`src/rtl/irom_resp.sv`:
```
// Instruction ROM responder: one fetch in flight against a synchronous memory macro.
// inst_sram_ok rises LATENCY cycles after accept; no queue, so the IF stage holds its PC until ok or cancel.
module irom_resp #(
    parameter int          LATENCY   = 2,
    parameter logic [31:0] BASE_ADDR = 32'hbfc0_0000,
    parameter int          AW        = 12
) (
    input  logic          clk,
    input  logic          reset,
    input  logic          inst_ren,
    input  logic [31:0]   irom_pc_i,
    input  logic          cancel,
    output logic [31:0]   irom_inst_o,
    output logic          inst_sram_ok,
    output logic          mem_en,
    output logic [AW-1:0] mem_addr,
    input  logic [31:0]   mem_rdata
);

    typedef enum logic [1:0] {
        IDLE = 2'd0,
        WAIT = 2'd1,
        DONE = 2'd2
    } state_t;

    localparam logic [2:0] CNT_INIT = 3'(LATENCY - 2);

    state_t      state_q, state_d;
    logic [31:0] hold_addr_q, hold_addr_d;
    logic [31:0] data_hold_q, data_hold_d;
    logic [2:0]  cnt_q, cnt_d;
    logic        rst_blk_q, rst_blk_d;
    logic        addr_match;
    logic        accept;

    always_comb begin
        addr_match  = (irom_pc_i == hold_addr_q);
        // rst_blk_q keeps the memory quiet for the first cycle out of reset
        accept      = !reset && !rst_blk_q && !cancel && inst_ren &&
                      ((state_q == IDLE) || ((state_q == DONE) && !addr_match));
        state_d     = state_q;
        hold_addr_d = hold_addr_q;
        data_hold_d = data_hold_q;
        cnt_d       = cnt_q;
        rst_blk_d   = reset;

        if (cancel) begin
            state_d = IDLE;
        end else if (accept) begin
            state_d     = WAIT;
            hold_addr_d = irom_pc_i;
            cnt_d       = CNT_INIT;
        end else begin
            case (state_q)
                IDLE: ;
                WAIT: begin
                    // cnt only counts down, so its reload value marks the first WAIT cycle
                    if (cnt_q == CNT_INIT) begin
                        data_hold_d = mem_rdata;
                    end
                    if (cnt_q == 3'd0) begin
                        state_d = DONE;
                    end else begin
                        cnt_d = cnt_q - 3'd1;
                    end
                end
                DONE: begin
                    if (!inst_ren) begin
                        state_d = IDLE;
                    end
                end
                default: state_d = IDLE;
            endcase
        end
    end

    always_ff @(posedge clk) begin
        rst_blk_q <= rst_blk_d;
        if (reset) begin
            state_q     <= IDLE;
            hold_addr_q <= 32'd0;
            data_hold_q <= 32'd0;
            cnt_q       <= 3'd0;
        end else begin
            state_q     <= state_d;
            hold_addr_q <= hold_addr_d;
            data_hold_q <= data_hold_d;
            cnt_q       <= cnt_d;
        end
    end

    assign mem_en       = accept;
    assign mem_addr     = AW'((irom_pc_i - BASE_ADDR) >> 2);
    assign inst_sram_ok = !reset && (state_q == DONE) && addr_match && !cancel;
    assign irom_inst_o  = inst_sram_ok ? data_hold_q : 32'd0;

endmodule

```
`config.mk`:
```
export PLATFORM = sky130hd
export DESIGN_NAME = irom_resp
export DESIGN_NICKNAME = d
export VERILOG_FILES = /design/src/rtl/irom_resp.sv
export SDC_FILE = /design/constraint.sdc
export NUM_CORES = 1
export LEC_CHECK = 0
export BUFFER_PORTS_ARGS = -buffer_cell sky130_fd_sc_hd__buf_4
export CAP_MARGIN = 20
export CORE_MARGIN = 10
export CORE_UTILIZATION = 25
export CTS_CLUSTER_SIZE = 14
export DETAILED_ROUTE_END_ITERATION = 16
export PLACE_DENSITY_LB_ADDON = 0.15
export SYNTH_ARGS = -nofsm -noshare
export SYNTH_HDL_FRONTEND = slang
export SYNTH_SLANG_ARGS = --single-unit
```
`constraint.sdc`:
```
create_clock -name clk -period 2.6 [get_ports clk]
set_input_delay 0.52 -clock clk [delete_from_list [all_inputs] [get_ports clk]]
set_output_delay 0.52 -clock clk [all_outputs]
set_load 0.005 [all_outputs]
```
* Word level (Yosys, flattened, before mapping)
Index checks and enable logic that the tools add are counted.
** Storage, ports and cells
- Output and inout port bits :: 46
- Flip-flop bits (word level) :: 70
** Cells by class
- Muxes and demuxes :: 8
- Bitwise gates (word level) :: 3
- $add $sub $neg :: 2
- Reductions and logical operators :: 23
- Eq/ne operators :: 9
** Operators with widths (count)
- 32-bit equality test :: 1
- 32-bit two-way mux :: 1
- 14-bit by 1-bit subtractor with 14-bit output (second input constant) :: 1
- 3-bit two-way mux :: 3
- 3-bit AND reduction :: 3
- 1-bit logical AND :: 8
- 2-bit != test (second input constant) :: 4
- 3-bit != test (second input constant) :: 2
- 2-bit one-hot mux with 3 select lines :: 1
- 1-bit logical NOT :: 4
- 2-bit two-way mux :: 2
- 4-bit AND reduction :: 1
- 3-bit logical NOT :: 1
- 1-bit NOT :: 3
- 3-bit OR reduction :: 1
- 3-bit by 1-bit subtractor with 3-bit output (second input constant) :: 1
- 2-bit by 1-bit equality test with 1-bit output (second input constant) :: 1
- 2-bit equality test (second input constant) :: 1
- 2-bit logical NOT :: 1
- 2-bit AND reduction :: 1
- 2-bit nonzero test :: 1
- 2-bit OR reduction :: 1
- 1-bit logical OR :: 1
- 1-bit two-way mux :: 1

* Logic depth before layout (Yosys ltp)
Gate-level depths: netlist (run 1).
- Depth in word-level cells :: 7
- Gate-level depth with buffers :: 7

* Least setup slack after synthesis (run 1)
OpenSTA, ideal clock, no wires.
- Path type :: input-to-output
- Start :: in irom_pc_i[29]
- End :: out irom_inst_o[12]
- Cell stages on the path :: 6
- Required time :: 2080 ps
- Path slack :: 309 ps
- Buffers on the path :: 1
- Data arrival time :: 1771 ps
- Cell sequence :: xor2_1 nor4_1 nand4_1 nor4_2 buf_2 and2_1
** Between the ends
- Cells in the longest elaborated chain, start to end :: 4
** RTL lines
- from (decl) :: RTL line 11 : input logic [31:0] irom_pc_i,
- 32-bit equality test :: RTL line 37 : addr_match = (irom_pc_i == hold_addr_q);
- 1-bit logical AND (2 in a row) :: RTL line 94 : assign inst_sram_ok = !reset && (state_q == DONE) && addr_match && !cancel;
- via inst_sram_ok :: RTL line 14 : output logic inst_sram_ok,
- 32-bit two-way mux :: RTL line 95 : assign irom_inst_o = inst_sram_ok ? data_hold_q : 32'd0;
- to (decl) :: RTL line 13 : output logic [31:0] irom_inst_o,
The timed path passes the listed nets, and every way through them passes these cells.

* Worst setup path after layout (run 1)
- Start :: reg hold_addr_q[20]
- End :: out irom_inst_o[17]
** Between the ends
- Cells in the longest elaborated chain, start to end :: 4
** RTL lines
- from (decl) :: RTL line 29 : logic [31:0] hold_addr_q, hold_addr_d;
- from (signal assigned) :: RTL line 86 : hold_addr_q <= hold_addr_d;
- 32-bit equality test :: RTL line 37
- 1-bit logical AND (2 in a row) :: RTL line 94
- 32-bit two-way mux :: RTL line 95
No other way between the ends.

==> results_dict.tcl, run 1 <==
set metrics [dict create \
    p_leak_nw 2.26 \
    place.gp.congestion 0.734 \
    finalPower_mw 2.76 \
    tns_ns -3.71 \
    cts_tree "built" \
    synth.mux.area_fraction_pct 0 \
    holdBufCountCts 0 \
    drc 0 \
    setup_viol 33 \
    gr-total-overflow 0 \
    crit_type "reg2out" \
    syn_to_final_growth_pct 34.9 \
    synth_top_area_share_pct 33.4 \
    synth_compound_area_share_pct 14.9 \
    drt-wirelength-per-cell_um 16.7 \
    grt_pass1_vias 4154 \
    ys_warn_count 0 \
    final_hold_viol_count 0 \
    startpoint_type "flop" \
    ys_types 38 \
    status "complete, but fails checks" \
    setup_slack_ns -0.131 \
    ant_nets 0 \
    busiest_layer "met2" \
    worstSkewPairLatency_ns 0.33 \
    firstDrtPassIters 4 \
    dieHeight_um 150 \
    synthArstFlopShare_pct 0 \
    nNetsFinal 702 \
    cts-root-buf "clkbuf_16" \
    antenna_found_initial 0 \
    clk_pin_slew_ns 0.06 \
    dpl.cell_count 838 \
    ios 114 \
    syn_nets 607 \
    relSlewSlack_pct 68.6 \
    grt_use_met3_pct 3.35 \
    synth_top_family_by_area "simple AND/OR/NAND/NOR gates" \
    post_drt_via_cell_ratio 4.94 \
    yosys.area_share.simple_pct 37.1 \
    ys_seq_area_share_pct 33.4 \
    syn_inst 537 \
    max_freq_ghz 0.366 \
    drive_above_1_share_pct 27.8 \
    dieArea_um2 22400 \
    synth_edf_count 0 \
    ir_drop_uv 314 \
    yosys-top-cells-count "dfxtp_1, nand2_1, clkbuf_1" \
    synthesis.area_um2 4190 \
    holdWs_ns 0.403 \
    synthFlopType "dfxtp_1" \
    cp_max_fo 17 \
    required_ns 2.08 \
    synthAdderAreaFrac_pct 0.597 \
    gr-usage-met2_pct 19.1 \
    numClockSinks 70 \
    dp.final_hpwl_mm 9.69 \
    min_path_type "in2reg" \
    vias 4230 \
    fin_crit_sh_pct 105 \
    post_dp_cell_area_um2 5280 \
    end_kind "output pin" \
    min_period_ns 2.73 \
    tightest_slew_ns 0.471 \
    core_area_um2 16500 \
    start_util_pct 25.4 \
    routed_wl_mm 14.3 \
    drv_cap 0 \
    cts_buffer_depth 2 \
    cts-htree-levels 3 \
    cts_made_buffers 9 \
    violations "setup timing" \
    grt_max_degree 67 \
    synth_most_common_cell "dfxtp_1" \
    syn_area_per_cell_um2 7.81 \
    synth_area_leader_cell "dfxtp_1" \
    rsz0062_at_grt "yes" \
    antenna_cells 0 \
    final_cells 857 \
    gr-usage-met1_pct 15.9 \
    yosys-top-cells-area "dfxtp_1, xor2_1, nand2_1" \
    io_buffers 113 \
    finalMaxSlewViolations 0 \
    stdcell_area_um2 5660 \
    yosys_register_bits 70 \
    grt_first_pass_wirelength_mm 22.2 \
    rows 47 \
    die_x_um 150 \
    drt-initial-drc-count 202 \
    arrival_ns 2.21 \
    clock_skew_ns 0.0103 \
    power_density_nw_per_um2 489 \
    synthXorXnorAreaFrac_pct 6.89 \
    track_usage_pct 12.2 \
]
==> layer usage <==
metal	up-vias	routed length (um)
met1	2017	6930
met2	120	6210
met3	11	1000
met5	-	0
li1	2082	-
met4	0	148
==> cells in the final DEF, fill, tap and decap left out, types with 4 or more instances in the layout <==
| master | synthesis | layout |
|---|---|---|
| clkbuf_16 | 0 | 10 |
| nand3_1 | 34 | 34 |
| buf_4 | 12 | 140 |
| xor2_1 | 30 | 30 |
| nand4_1 | 35 | 35 |
| nor4_2 | 6 | 6 |
| dfxtp_1 | 70 | 69 |
| nor3b_1 | 32 | 32 |
| nand2_1 | 69 | 69 |
| and2_1 | 34 | 30 |
| a21oi_1 | 33 | 33 |
| nor2_1 | 4 | 4 |
| and2_4 | 0 | 4 |
| o21ai_0 | 33 | 33 |
| a22oi_1 | 32 | 32 |
| nor2b_1 | 32 | 32 |
==> flip-flops by register name, indices dropped and copies added (netlist names) <==
| name | cells |
|---|---|
| state_q | 2 |
| cnt_q | 3 |
| hold_addr_q | 32 |
| data_hold_q | 32 |
| rst_blk_q | 1 |
==> cells by family after synthesis <==
family / Yosys count
AND/OR/NAND/NOR: 265
AO/OA/AOI/OAI: 104
flip-flops: 70
buffers and inverters: 63
XOR/XNOR: 33
adder cells (fa/ha/maj): 2
==> worst max-delay path, stage by stage (launching register included) <==
cell and delay (ns):
dfxtp_2 0.32, xor2_1 0.16, nor4_2 0.31, buf_4 0.17
nand4_1 0.15, nor4_4 0.19, buf_6 0.17, buf_12 0.14
and2_1 0.14, buf_4 0.11
==> path summary, 6_finish.rpt <==
path	from	end	slack, ns	cells after the start
max	hold_addr_q[20]	irom_inst_o[17]	-0.13	9
min	cancel	state_q[1]	0.40	2
max reg2reg	hold_addr_q[20]	state_q[1]	0.66	8
min reg2reg	data_hold_q[9]	data_hold_q[9]	0.45	2
==> repair_timing <==
action / 4_1_cts / 5_1_grt
endpoints found under the setup margin: 33 / 33
pin swaps: 0 / 0
resized for setup: 1 / 6
cloned: 0 / 1
endpoints found under the hold margin: 0 / 0
setup buffers: 0 / 2
==> area by class of cell <==
type / count / area, um^2
tap: 220 / 275
sequential: 70 / 1400
multi-input combinational: 404 / 2520
inverter: 3 / 11.3
clock inverter: 4 / 70.1
fill: 1766 / 10900
clock buffer: 12 / 246
timing repair buffer: 144 / 1130
==> metrics by stage <==
| stage | utilization, % | worst slack [ns] |
|---|---|---|
| after floorplan | - | 0.309 |
| after global routing | 34.2 | -0.224 |
| after CTS | 33.9 | -0.161 |
| after global placement | 32.0 | -0.123 |
| after detailed placement | 32.0 | -0.110 |
| final | 34.2 | -0.131 |
==> report_power, final <==
| part | leakage (nW) | internal (mW) | switching, mW | total (mW) |
|---|---|---|---|---|
| clock | 0.157 | 0.864 | 0.480 | 1.34 |
| sequential | 0.568 | 1.10 | 0.0151 | 1.12 |
| combinational | 1.54 | 0.156 | 0.147 | 0.304 |
Note: power is estimated with default switching activity, not from simulation.
==> run 2: changes to the inputs <==
--- a/config.mk
+++ b/config.mk
@@ -12,6 +12,7 @@
 export CTS_CLUSTER_SIZE = 14
 export DETAILED_ROUTE_END_ITERATION = 16
 export PLACE_DENSITY_LB_ADDON = 0.15
+export SKIP_CTS_REPAIR_TIMING = 1
 export SYNTH_ARGS = -nofsm -noshare
 export SYNTH_HDL_FRONTEND = slang
 export SYNTH_SLANG_ARGS = --single-unit
==> run 2 against run 1 <==
  * The run still ends with setup timing left
  * Final cell count did not move
  * Wire length rose by 0.35%
  * Register-to-register slack barely moved
  * Clock-buffer cell count did not move
==> results_dict.tcl, run 2 (synthesis results as in run 1) <==
set metrics [dict create \
    status "complete, but fails checks" \
    violations "setup timing" \
    nNetsFinal 702 \
    tns_ns -4.08 \
    worst-path-buf-inv 4 \
    reg.largest.list "data_hold_q (32), hold_addr_q (32), cnt_q (3)" \
    antenna_cells 0 \
    routed_wl_mm 14.3 \
    cts_tree "built" \
    finalMaxSlewViolations 0 \
    mostFrequentLayoutCells "buf_4, nand2_1, dfxtp_1, nand4_1, nand3_1" \
    drv_cap 0 \
    drc 0 \
    rsz0062_at_grt "yes" \
    io_buffers 113 \
    drive_above_1_share_pct 27.8 \
    relSlewSlack_pct 68.4 \
    grt_first_pass_wirelength_mm 22.2 \
    clock_skew_ns 0.0102 \
    drt-wirelength-per-cell_um 16.7 \
    final_common_cell "buf_4" \
    final_cells 857 \
    max_freq_ghz 0.365 \
    core_area_um2 16500 \
    post_dp_cell_area_um2 5280 \
    ios 114 \
    stdcell_area_um2 5660 \
    crit_path_end "irom_inst_o[17]" \
    final_hold_viol_count 0 \
    end_kind "output pin" \
    max_stage_delay_ns 0.32 \
    r2r_start "state_q[0]" \
    crit_type "reg2out" \
    preCtsSetupSlack_ns -0.110 \
    start_util_pct 25.4 \
    fin_crit_sh_pct 105 \
    firstDrtPassIters 4 \
    path_delay_family "simple AND/OR/NAND/NOR gates" \
    required_ns 2.08 \
    dieArea_um2 22400 \
    min_period_ns 2.74 \
    r2r_slack_ns 0.65 \
    post_drt_via_cell_ratio 4.95 \
    cp-startpoint "hold_addr_q[20]" \
    cts_made_buffers 9 \
    cts_buffer_depth 2 \
    grt_pass1_vias 4158 \
    arrival_ns 2.22 \
    rr_worst_depth 6 \
    rows 47 \
    finalPower_mw 2.76 \
    final_core_util_pct 34.2 \
    numClockSinks 70 \
    min_path_type "in2reg" \
    syn_to_final_growth_pct 34.9 \
    power_density_nw_per_um2 488 \
    setup_viol 33 \
    cts-root-buf "clkbuf_16" \
    crit_chain "xor2_1 > nor4_2 > buf_4 > nand4_1 > nor4_4 > buf_6 > buf_12 > and2_1 > buf_4" \
    drt-initial-drc-count 190 \
    cp_max_fo 17 \
    ant_nets 0 \
    track_usage_pct 12.2 \
    tightest_slew_ns 0.474 \
    path_common_cell "buf_4" \
    num-fill-cells 1766 \
    grt_max_degree 67 \
    crit_cells 9 \
    dieHeight_um 150 \
    cts-htree-levels 3 \
    p_leak_nw 2.26 \
    setup_slack_ns -0.142 \
    dpl.cell_count 838 \
    gr-total-overflow 0 \
    critical_path.slowest_cell "dfxtp_2" \
    startpoint_type "flop" \
    holdWs_ns 0.405 \
    worstSkewPairLatency_ns 0.33 \
    clk_pin_slew_ns 0.06 \
    antenna_found_initial 0 \
    vias 4240 \
    dp.final_hpwl_mm 9.69 \
    r2r_end "hold_addr_q[27]" \
    die_x_um 150 \
    place.gp.congestion 0.734 \
    ir_drop_uv 313 \
]
-- run 2: cell counts in the layout (fill, tap and decap cells not counted) --
No cell type changed its count.
-- run 2: worst register-to-register path, stage by stage (launching register included) --
cell and delay, ns:
dfxtp_1 0.33, nand2b_1 0.17, or4_2 0.58, buf_12 0.21, nor3b_1 0.37, a22oi_1 0.14, nand3_1 0.11
-- run 2: layer usage --
metal	GRT usage [%]	vias to the layer above	routed length, um
met5	0	-	0
met4	3.83	0	148
met3	3.35	11	1010
met2	19.1	124	6270
met1	15.9	2023	6900
li1	-	2082	-
-- run 2: layout make-up --
cell class	instances	area [um^2]	share of cell area (%)
Inverter	3	11.3	0.199
Tap cell	220	275	4.87
Clock buffer	12	246	4.36
Clock inverter	4	70.1	1.24
Sequential cell	70	1400	24.8
Multi-Input combinational cell	404	2520	44.6
Timing Repair Buffer	144	1130	19.9
-- run 2: worst min-delay path by stage --
stage	slack (ns)	end	startpoint	cells past startpoint
finish	0.40	state_q[1]	cancel	2
global route	0.40	state_q[1]	cancel	2
CTS	0.39	state_q[1]	cancel	2
detailed placement	0.44	data_hold_q[15]	data_hold_q[15]	2
global placement	0.44	data_hold_q[8]	data_hold_q[8]	2
floorplan	0.43	data_hold_q[0]	data_hold_q[0]	2
-- run 2: power breakdown --
part / switching (mW) / internal (mW)
clock: 0.479 / 0.864
sequential: 0.0151 / 1.10
combinational: 0.147 / 0.156
==> run 3: changes to the inputs <==
--- a/config.mk
+++ b/config.mk
@@ -5,12 +5,12 @@
 export SDC_FILE = /design/constraint.sdc
 export NUM_CORES = 1
 export LEC_CHECK = 0
-export BUFFER_PORTS_ARGS = -buffer_cell sky130_fd_sc_hd__buf_4
 export CAP_MARGIN = 20
 export CORE_MARGIN = 10
 export CORE_UTILIZATION = 25
 export CTS_CLUSTER_SIZE = 14
 export DETAILED_ROUTE_END_ITERATION = 16
+export DONT_BUFFER_PORTS = 1
 export PLACE_DENSITY_LB_ADDON = 0.15
 export SKIP_CTS_REPAIR_TIMING = 1
 export SYNTH_ARGS = -nofsm -noshare
==> constraint.sdc (replaced) <==
create_clock -name clk -period 3.4 [get_ports clk]
set_input_delay 0.68 -clock clk [delete_from_list [all_inputs] [get_ports clk]]
set_output_delay 0.68 -clock clk [all_outputs]
set_load 0.005 [all_outputs]
==> run 3 against run 2 <==
  * The flow now finishes without violations
  * Die area did not move
  * Combinational power shrank 63%
  * First-iteration DRC count shrank 10%
  * Register-to-register slack better by 0.46 ns
  * Non-clock buffer count shrank 132
  * Sequential share of layout area rose by 5.5 points
  * Largest power group unchanged
==> results_dict.tcl, run 3 (synthesis results as in run 1) <==
set metrics [dict create \
    status "complete, no violations" \
    register_area_um2 1400 \
    dp.final_hpwl_mm 8.96 \
    final_core_util_pct 28.0 \
    power_density_nw_per_um2 431 \
    cts_buffer_depth 2 \
    worstSkewPairLatency_ns 0.34 \
    dieHeight_um 150 \
    path_delay_family "simple AND/OR/NAND/NOR gates" \
    mostFrequentLayoutCells "dfxtp_1, nand2_1, nand4_1, and2_1, nand3_1" \
    fin_crit_sh_pct 84.3 \
    drv_cap 0 \
    core_area_um2 16500 \
    ir_drop_uv 208 \
    r2r_start "state_q[0]" \
    required_ns 2.72 \
    tightest_slew_ns 0.694 \
    arrival_ns 2.19 \
    finalPower_mw 2.00 \
    ios 114 \
    antenna_found_initial 0 \
    cts-htree-levels 3 \
    clock_skew_ns 0.00564 \
    drc 0 \
    gr-usage-met1_pct 14.2 \
    drt-wirelength-per-cell_um 18.6 \
    max_stage_delay_ns 0.44 \
    cp-startpoint "irom_pc_i[20]" \
    dpl.cell_count 709 \
    firstDrtPassIters 5 \
    post_drt_via_cell_ratio 5.15 \
    setup_viol 0 \
    busiest_layer "met2" \
    place.gp.congestion 0.724 \
    final_cells 726 \
    final_hold_viol_count 0 \
    io_buffers 0 \
    dieArea_um2 22400 \
    min_from "reset" \
    start_util_pct 25.4 \
    grt_use_met3_pct 5.37 \
    min_period_ns 2.87 \
    critical_path.slowest_cell "nor4_2" \
    num-fill-cells 1775 \
    p_leak_nw 1.59 \
    routed_wl_mm 13.5 \
    ant_nets 0 \
    max_freq_ghz 0.349 \
    min_path_type "in2reg" \
    tns_ns 0 \
    rows 47 \
    finalMaxSlewViolations 0 \
    grt_first_pass_wirelength_mm 21.3 \
    cts-root-buf "clkbuf_16" \
    gr-total-overflow 0 \
    drive_above_1_share_pct 8.12 \
    worst-path-buf-inv 1 \
    gr-usage-met2_pct 19.0 \
    cts_tree "built" \
    grt_pass1_vias 3742 \
    clk_pin_slew_ns 0.06 \
    holdWs_ns 0.390 \
    track_usage_pct 11.9 \
    crit_type "in2out" \
    rsz0062_at_grt "no" \
    die_x_um 150 \
    cp_max_fo 33 \
    syn_to_final_growth_pct 10.4 \
    crit_chain "xor2_1 > nor4_2 > nand4_1 > nor4_4 > buf_4 > and2_1" \
    reg.largest.list "data_hold_q (32), hold_addr_q (32), cnt_q (3)" \
    cts_made_buffers 9 \
    multiInputGateArea_um2 2510 \
    final_common_cell "dfxtp_1" \
    drt-initial-drc-count 171 \
    end_kind "output pin" \
    grt_max_degree 107 \
    numClockSinks 70 \
    relSlewSlack_pct 53.7 \
    startpoint_type "input pin" \
    vias 3737 \
    nNetsFinal 570 \
]
## run 3: cell types whose count changed in the layout (fill, tap and decap cells not counted), moves of 2 or more
cell,previous run,this run
and2_1,30,34
and2_4,4,0
buf_4,140,10
clkbuf_1,2,0
clkinvlp_4,0,2
## run 3: worst register-to-register path, delay by kind of cell (launching register included)
kind	cells	cell delay [ns]
AO/OA/AOI/OAI	1	0.14
buffers and inverters	1	0.32
flip-flops	1	0.33
AND/OR/NAND/NOR	4	1.44
## run 3: per-stage QoR
| stage | setup WS (ns) | area (um^2) |
|---|---|---|
| CTS | 0.415 | 4630 |
| finish | 0.533 | 4630 |
| floorplan | 0.789 | 4190 |
| detailed placement | 0.440 | 4310 |
| global placement | 0.515 | 4290 |
| global route | 0.293 | 4630 |
## run 3: layout make-up
cell class                      count  share of cell area [%]
Antenna cell                        1                  0.0540
Clock buffer                        9                    4.86
Clock inverter                      7                    2.11
Inverter                            3                   0.243
Multi-Input combinational cell    404                    54.2
Sequential cell                    70                    30.3
Tap cell                          220                    5.94
Timing Repair Buffer               12                    2.38
## run 3: path summary, 6_finish.rpt
check / cells after the start / slack [ns] / end
hold / removal: 0 / 0.39 / rst_blk_q
hold reg to reg: 2 / 0.44 / data_hold_q[23]
setup reg to reg: 6 / 1.11 / hold_addr_q[13]
setup / recovery: 6 / 0.53 / irom_inst_o[14]
## run 3: metal layers
layer	vias to the layer above	wire, um
met2	112	6060
met3	7	1510
met4	0	72
met5	-	0
met1	1797	5840
li1	1821	-
## run 3: power breakdown
group / internal (mW) / total (mW) / switching (mW)
Sequential: 0.842 / 0.853 / 0.0115
Clock: 0.645 / 1.03 / 0.386
Combinational: 0.0507 / 0.112 / 0.0610
Total: 1.54 / 2.00 / 0.458
